`src/rtl/probabilistic_counter_arbiter.sv`:
```
// probabilistic_counter_arbiter
//
// Shared table of ENTRIES probabilistic saturating counters. Several clients
// update it through valid/ready handshakes. A round-robin arbiter grants at
// most one update per cycle. A Galois LFSR supplies the random number that
// decides whether a counter may step into one of its two end values. A
// sweep FSM clears the whole table, one entry per cycle.
//
// Optional feature: PROBABILISTIC_COUNTER_ARBITER_EXTERNAL_RANDOM_EN
//   When it is defined, the random number comes from the random_number
//   input, and the internal LFSR and its parameters are removed.
//
// Ports:
//   clock, resetn       clock; asynchronous active-low reset
//   request_valid       per-client update request
//   request_ready       per-client grant (one-hot or zero, combinational)
//   request_index       per-client target entry; client i owns
//                       [i*INDEX_WIDTH +: INDEX_WIDTH]
//   request_increment   per-client increment request
//   request_decrement   per-client decrement request
//   read_index          read port address
//   read_count          table[read_index] before the edge; 0 when out of range
//   clear_start         pulse that starts a table clear
//   clear_busy          high while the clear sweep runs
//   random_number       (optional) external random number
module probabilistic_counter_arbiter #(
  parameter int REQUESTERS           = 2,
  parameter int ENTRIES              = 16,
  parameter int RANGE                = 4,
  parameter int RESET_VALUE          = 0,
  parameter int RANDOM_NUMBER_WIDTH  = 8,
  parameter int SATURATION_THRESHOLD = 64,
`ifndef PROBABILISTIC_COUNTER_ARBITER_EXTERNAL_RANDOM_EN
  parameter logic [RANDOM_NUMBER_WIDTH-1:0] LFSR_TAPS = 8'hB8,
  parameter logic [RANDOM_NUMBER_WIDTH-1:0] LFSR_SEED = 8'h01,
`endif
  parameter int INDEX_WIDTH          = $clog2(ENTRIES),
  parameter int WIDTH                = $clog2(RANGE)
) (
  input  logic                              clock,
  input  logic                              resetn,
  input  logic [REQUESTERS-1:0]             request_valid,
  output logic [REQUESTERS-1:0]             request_ready,
  input  logic [REQUESTERS*INDEX_WIDTH-1:0] request_index,
  input  logic [REQUESTERS-1:0]             request_increment,
  input  logic [REQUESTERS-1:0]             request_decrement,
  input  logic [INDEX_WIDTH-1:0]            read_index,
  output logic [WIDTH-1:0]                  read_count,
  input  logic                              clear_start,
  output logic                              clear_busy
`ifdef PROBABILISTIC_COUNTER_ARBITER_EXTERNAL_RANDOM_EN
  ,
  input  logic [RANDOM_NUMBER_WIDTH-1:0]    random_number
`endif
);

  localparam int PTR_W = (REQUESTERS > 1) ? $clog2(REQUESTERS) : 1;
  localparam logic [WIDTH-1:0] CNT_MAX      = WIDTH'(RANGE - 1);
  localparam logic [WIDTH-1:0] CNT_NEAR_MAX = WIDTH'(RANGE - 2);
  localparam logic [WIDTH-1:0] CNT_ONE      = WIDTH'(1);
  localparam logic [WIDTH-1:0] CNT_RST      = WIDTH'(RESET_VALUE);
  localparam logic [RANDOM_NUMBER_WIDTH:0] SAT_THR =
    (RANDOM_NUMBER_WIDTH + 1)'(SATURATION_THRESHOLD);
  localparam logic [INDEX_WIDTH-1:0] LAST_INDEX = INDEX_WIDTH'(ENTRIES - 1);
  localparam logic [PTR_W-1:0]       LAST_PTR   = PTR_W'(REQUESTERS - 1);

  typedef enum logic [0:0] {
    ST_IDLE  = 1'b0,
    ST_CLEAR = 1'b1
  } state_t;

  state_t                   state_q, state_d;
  logic                     clear_busy_q, clear_busy_d;
  logic [INDEX_WIDTH-1:0]   clear_index_q, clear_index_d;
  logic [PTR_W-1:0]         ptr_q, ptr_d;
  logic [WIDTH-1:0]         table_q [ENTRIES];
  logic [WIDTH-1:0]         table_d [ENTRIES];

  logic [REQUESTERS-1:0]    grant_s;
  logic [PTR_W-1:0]         grant_idx_s;
  logic                     handshake_s;
  int                       cand_s;
  logic [INDEX_WIDTH-1:0]   sel_index_s;
  logic                     sel_inc_s;
  logic                     sel_dec_s;
  logic                     sel_in_range_s;
  logic [WIDTH-1:0]         cur_cnt_s;
  logic [WIDTH-1:0]         next_cnt_s;
  logic [RANDOM_NUMBER_WIDTH-1:0] rnd_s;
  logic                     rand_ok_s;

`ifdef PROBABILISTIC_COUNTER_ARBITER_EXTERNAL_RANDOM_EN
  assign rnd_s = random_number;
`else
  logic [RANDOM_NUMBER_WIDTH-1:0] lfsr_q, lfsr_d;
  assign rnd_s = lfsr_q;

  // LFSR steps only when an update is accepted, so it stays frozen while the table is idle or clearing
  always_comb begin
    lfsr_d = lfsr_q;
    if (handshake_s) begin
      if (lfsr_q[0]) begin
        lfsr_d = (lfsr_q >> 1) ^ LFSR_TAPS;
      end else begin
        lfsr_d = lfsr_q >> 1;
      end
    end else begin
      lfsr_d = lfsr_q;
    end
  end
`endif

  assign rand_ok_s = ({1'b0, rnd_s} < SAT_THR);

  // Round-robin search: the first valid client at or after the pointer wins; nothing is granted while clearing or on the clear_start cycle
  always_comb begin
    grant_s     = {REQUESTERS{1'b0}};
    grant_idx_s = {PTR_W{1'b0}};
    handshake_s = 1'b0;
    cand_s      = 0;
    if ((state_q == ST_IDLE) && !clear_start) begin
      for (int i = 0; i < REQUESTERS; i++) begin
        cand_s = (int'(ptr_q) + i) % REQUESTERS;
        if (!handshake_s && request_valid[cand_s]) begin
          handshake_s = 1'b1;
          grant_idx_s = PTR_W'(cand_s);
        end else begin
          handshake_s = handshake_s;
        end
      end
      if (handshake_s) begin
        grant_s[grant_idx_s] = 1'b1;
      end else begin
        grant_s = {REQUESTERS{1'b0}};
      end
    end else begin
      grant_s = {REQUESTERS{1'b0}};
    end
  end

  // New value for the granted entry: steps into 0 or RANGE-1 are taken only when the random number is below the threshold
  always_comb begin
    sel_index_s    = request_index[int'(grant_idx_s)*INDEX_WIDTH +: INDEX_WIDTH];
    sel_inc_s      = request_increment[grant_idx_s];
    sel_dec_s      = request_decrement[grant_idx_s];
    sel_in_range_s = (int'(sel_index_s) < ENTRIES);
    cur_cnt_s      = {WIDTH{1'b0}};
    if (sel_in_range_s) begin
      cur_cnt_s = table_q[sel_index_s];
    end else begin
      cur_cnt_s = {WIDTH{1'b0}};
    end
    next_cnt_s = cur_cnt_s;
    if (sel_inc_s && !sel_dec_s) begin
      if ((cur_cnt_s != CNT_MAX) && ((cur_cnt_s != CNT_NEAR_MAX) || rand_ok_s)) begin
        next_cnt_s = cur_cnt_s + CNT_ONE;
      end else begin
        next_cnt_s = cur_cnt_s;
      end
    end else if (sel_dec_s && !sel_inc_s) begin
      if ((cur_cnt_s != {WIDTH{1'b0}}) && ((cur_cnt_s != CNT_ONE) || rand_ok_s)) begin
        next_cnt_s = cur_cnt_s - CNT_ONE;
      end else begin
        next_cnt_s = cur_cnt_s;
      end
    end else begin
      next_cnt_s = cur_cnt_s;
    end
  end

  // Next state: the IDLE/CLEAR sweep, the arbitration pointer and the table write
  always_comb begin
    state_d       = state_q;
    clear_busy_d  = clear_busy_q;
    clear_index_d = clear_index_q;
    ptr_d         = ptr_q;
    table_d       = table_q;
    case (state_q)
      ST_IDLE: begin
        if (clear_start) begin
          state_d       = ST_CLEAR;
          clear_busy_d  = 1'b1;
          clear_index_d = {INDEX_WIDTH{1'b0}};
        end else if (handshake_s) begin
          if (grant_idx_s == LAST_PTR) begin
            ptr_d = {PTR_W{1'b0}};
          end else begin
            ptr_d = grant_idx_s + PTR_W'(1);
          end
          if (sel_in_range_s) begin
            table_d[sel_index_s] = next_cnt_s;
          end else begin
            table_d = table_q;
          end
        end else begin
          ptr_d = ptr_q;
        end
      end
      ST_CLEAR: begin
        table_d[clear_index_q] = CNT_RST;
        if (clear_index_q == LAST_INDEX) begin
          state_d      = ST_IDLE;
          clear_busy_d = 1'b0;
        end else begin
          clear_index_d = clear_index_q + INDEX_WIDTH'(1);
        end
      end
      default: begin
        state_d      = ST_IDLE;
        clear_busy_d = 1'b0;
      end
    endcase
  end

  // State registers and the counter table; reset puts every entry back to RESET_VALUE
  always_ff @(posedge clock or negedge resetn) begin
    if (!resetn) begin
      state_q       <= ST_IDLE;
      clear_busy_q  <= 1'b0;
      clear_index_q <= {INDEX_WIDTH{1'b0}};
      ptr_q         <= {PTR_W{1'b0}};
      for (int i = 0; i < ENTRIES; i++) begin
        table_q[i] <= CNT_RST;
      end
`ifndef PROBABILISTIC_COUNTER_ARBITER_EXTERNAL_RANDOM_EN
      lfsr_q        <= LFSR_SEED;
`endif
    end else begin
      state_q       <= state_d;
      clear_busy_q  <= clear_busy_d;
      clear_index_q <= clear_index_d;
      ptr_q         <= ptr_d;
      table_q       <= table_d;
`ifndef PROBABILISTIC_COUNTER_ARBITER_EXTERNAL_RANDOM_EN
      lfsr_q        <= lfsr_d;
`endif
    end
  end

  // Read port shows the value before the edge; addresses past the table read as zero
  always_comb begin
    read_count = {WIDTH{1'b0}};
    if (int'(read_index) < ENTRIES) begin
      read_count = table_q[read_index];
    end else begin
      read_count = {WIDTH{1'b0}};
    end
  end

  assign request_ready = grant_s;
  assign clear_busy    = clear_busy_q;

endmodule

```
`config.mk`:
```
export PLATFORM = sky130hd
export DESIGN_NAME = probabilistic_counter_arbiter
export DESIGN_NICKNAME = d
export VERILOG_FILES = /design/src/rtl/probabilistic_counter_arbiter.sv
export SDC_FILE = /design/constraint.sdc
export NUM_CORES = 1
export LEC_CHECK = 0
export CAP_MARGIN = 30
export CORE_AREA = 2 2 82 84
export CTS_BUF_LIST = sky130_fd_sc_hd__clkbuf_2 sky130_fd_sc_hd__clkbuf_4 sky130_fd_sc_hd__clkbuf_8
export CTS_CLUSTER_SIZE = 24
export DETAILED_ROUTE_END_ITERATION = 8
export DIE_AREA = 0 0 84 86
export GPL_TIMING_DRIVEN = 0
export PLACE_DENSITY_LB_ADDON = 0.08
export SETUP_SLACK_MARGIN = 0.5
export SLEW_MARGIN = 0
export SYNTH_ARGS = -nofsm -noshare
export SYNTH_HDL_FRONTEND = slang
export SYNTH_SLANG_ARGS = --single-unit
export TNS_END_PERCENT = 20
```
`constraint.sdc`:
```
create_clock -name clock -period 3.6 [get_ports clock]
set_input_delay 0.36 -clock clock [delete_from_list [all_inputs] [get_ports clock]]
set_output_delay 0.36 -clock clock [all_outputs]
set_load 0.01 [all_outputs]
```
==> reports/metrics.yaml <==
status: "finished clean"
wl_per_cell_um: 20.6
cp-startpoint: "request_index[5]"
reg2reg_to: "table_q[14]"
relSlewSlack: 0.573
clockBufferDepth: 2
grt_max_degree: 39
cpPeakStageDelay_ns: 0.57
critPathMaxFanout: 5
wirelength_mm: 9.62
post_synth_num_cell_types: 62
ir_drop_mv: 0.482
synth_area_leader_cell: "dfrtp_1"
path_cells: "clkdlybuf4s50_1 > or4_1 > nor3_2 > o21ai_1 > a31oi_1 > nor4_2 > nand2b_2 > mux2i_2 > nor4b_4 > buf_6 > clkbuf_16 > mux2i_4"
worst_ep_required_time_ns: 3.79
synth_top_cell_area_share: 0.344
seq_area_mm2: 0.00118
grt_pass1_vias: 2915
dieWidth_um: 84
core_mm2: 0.00628
clock-sinks: 47
die_y_um: 86
synth_seq_area_share: 0.352
dp_hpwl_mm: 7.02
cts_buffers: 5
post-route-period-util: 0.848
groute.usage.overall: 0.272
reg2reg_slack_ns: 0.56
synthFlopType: "dfrtp_1"
n_fill_cell: 517
critPathKind: "in2reg"
placed_area_mm2: 0.00366
leakagePower_uw: 0.00157
power.density_mw_per_mm2: 625
fin_tns_setup_ns: 0
slowest_stage: "or4_1"
start_util: 0.533
skew_ns: 0.00546
rsz0062_at_grt: "true"
synth_area_per_cell_um2: 9.56
postLayoutCellArea_mm2: 0.00402
crit_path_end_kind: "flop"
design.die.area_mm2: 0.00722
ys_ff_latch: 47
grt_pass1_wl_mm: 15.2
hold_path.class: "in2async"
via_per_inst: 6.44
drc: 0
drive_gt1_frac: 0.230
synthToLayoutAreaGrowth_pct: 20.0
ant_nets: 0
cp_data_arrival_time_ns: 3.24
htree_levels: 2
antenna_found_initial: 0
rows: 29
hold_viol: 0
max_cap_violations: 0
cts-root-buf: "clkbuf_8"
cp-start-kind: "primary input"
dr_total_vias: 3012
layout_min_cycle_time_ns: 3.05
synthTopCellsByArea: "dfrtp_1 (34%), mux4_2 (6.7%), mux2i_4 (6.1%)"
worst_pin_slew_ns: 0.641
slew_viol_final: 0
synth.net_count: 375
syn_area_mm2: 0.00335
first_pass_iters: 6
synth_edf_count: 0
port_buffers: 20
synthTopCellsByCount: "nand2_1 (53), dfrtp_1 (46), nand3_1 (25), o21ai_0 (24), nor2_1 (22)"
setup_violations: 0
async_reset_ff_frac: 1.00
synth_cells: 350
fmax_ghz: 0.327
clkTransAtPathRegs_ns: 0.09
pin_count: 26
postLayoutCoreUtil: 0.640
final_nets: 415
post-place-ws_ns: -0.255
gp_congestion: 0.984
n_antenna_cell: 0
fin_ws_ns: 0.546
rr_startpoint: "ptr_q"
yosysWarnings: 0
cts_tree: "done"
yosysMostFrequentCell: "nand2_1"
multi_input_area_mm2: 0.00212
grt_overflow: 0
rr_worst_depth: 12
drt_iter0_drc: 248
endpoint: "table_q[14]"
clk_latency_ns: 0.30
==> layout by cell type (no fill, tap or decap), types with 3 or more instances in the layout <==
master           Yosys  final
nand2_1             53     52
dfrtp_1             46     46
nand3_1             25     25
o21ai_0             24     24
nor2_1              22     21
clkdlybuf4s50_1      0     17
a21oi_1             16     16
buf_4                2     12
mux2i_1             14     11
mux2i_4              9     11
mux4_2              10     10
inv_1                8      8
nor2b_1              6      6
clkbuf_1             9      6
buf_2                4      5
and3_1               5      5
a31oi_1              8      5
mux2_2               5      5
nor3_1               5      5
clkbuf_8             0      5
nor3b_1              4      4
nor4_1               5      4
xnor2_1              4      4
ha_1                 4      4
a31oi_2              0      3
a211oi_1             4      3
nand3b_1             3      3
nand2b_1             3      3
==> metrics by stage <==
| step | hold slack, ns | total power [µW] | std cells |
|---|---|---|---|
| after floorplan | 0.0644 | 1600 | 350 |
| after global placement | 0.485 | 1890 | 447 |
| after detailed placement | 0.253 | 1920 | 448 |
| after CTS | 0.458 | 2430 | 461 |
| after global routing | 0.472 | 2660 | 468 |
| final | 0.450 | 2510 | 468 |
==> flip-flops by register name, indices dropped and copies added, names as in the netlist <==
register / cells
table_q: 32
clear_busy: 1
ptr_q: 1
clear_index_q: 4
state_q: 1
lfsr_q: 8
==> kinds of logic after synthesis <==
group	Yosys count	synth area share
AO/OA/AOI/OAI	82	0.164
XOR/XNOR	4	0.0105
adder cells (fa/ha/maj)	4	0.0150
buffers and inverters	28	0.0430
flip-flops	47	0.352
multiplexers	39	0.191
AND/OR/NAND/NOR	146	0.225
==> worst min path at each step <==
stage / start / endpoint / slack [ns]
after floorplan: resetn / clear_busy / 0.06
after global placement: lfsr_q[1] / lfsr_q[0] / 0.49
after detailed placement: resetn / table_q[16] / 0.25
after CTS: resetn / table_q[16] / 0.46
after global routing: resetn / table_q[22] / 0.47
final: resetn / table_q[12] / 0.45
==> layout make-up <==
| type | count | share of cell area |
|---|---|---|
| plain buffers | 18 | 0.0302 |
| clock buffers | 5 | 0.0171 |
| clock inverters | 3 | 0.0168 |
| inverters | 10 | 0.00935 |
| multi-input cells | 275 | 0.528 |
| flip-flops and latches | 47 | 0.293 |
| well taps | 77 | 0.0240 |
| repair buffers | 33 | 0.0813 |
==> what timing repair did <==
| item | 4_1_cts | 5_1_grt |
|---|---|---|
| hold buffers | 1 | 0 |
| pin swaps | 4 | 8 |
| gates cloned | 0 | 1 |
| resized for setup | 14 | 16 |
| buffers inserted | 4 | 6 |
| hold endpoints to repair | 9 | 0 |
| endpoints found under the setup margin | 24 | 24 |
==> metal layers <==
metal,vias to the layer above,GRT usage,share of wire
met5,-,0,0
met4,0,0.0953,0.028
met3,23,0.0529,0.082
met2,157,0.425,0.46
met1,1454,0.381,0.43
li1,1378,-,-
==> report_power, final <==
group / switching (µW) / internal, µW
Clock: 190 / 277
Sequential: 184 / 700
Combinational: 630 / 530
==> critical path: cells and delay by family <==
family                 cells  cell delay (ns)
AOI/OAI and AO/OA          2             0.46
muxes                      2             0.18
and+or+nand+nor            5             1.42
buffers and inverters      3             0.84
(Power assumes the default switching activity.)
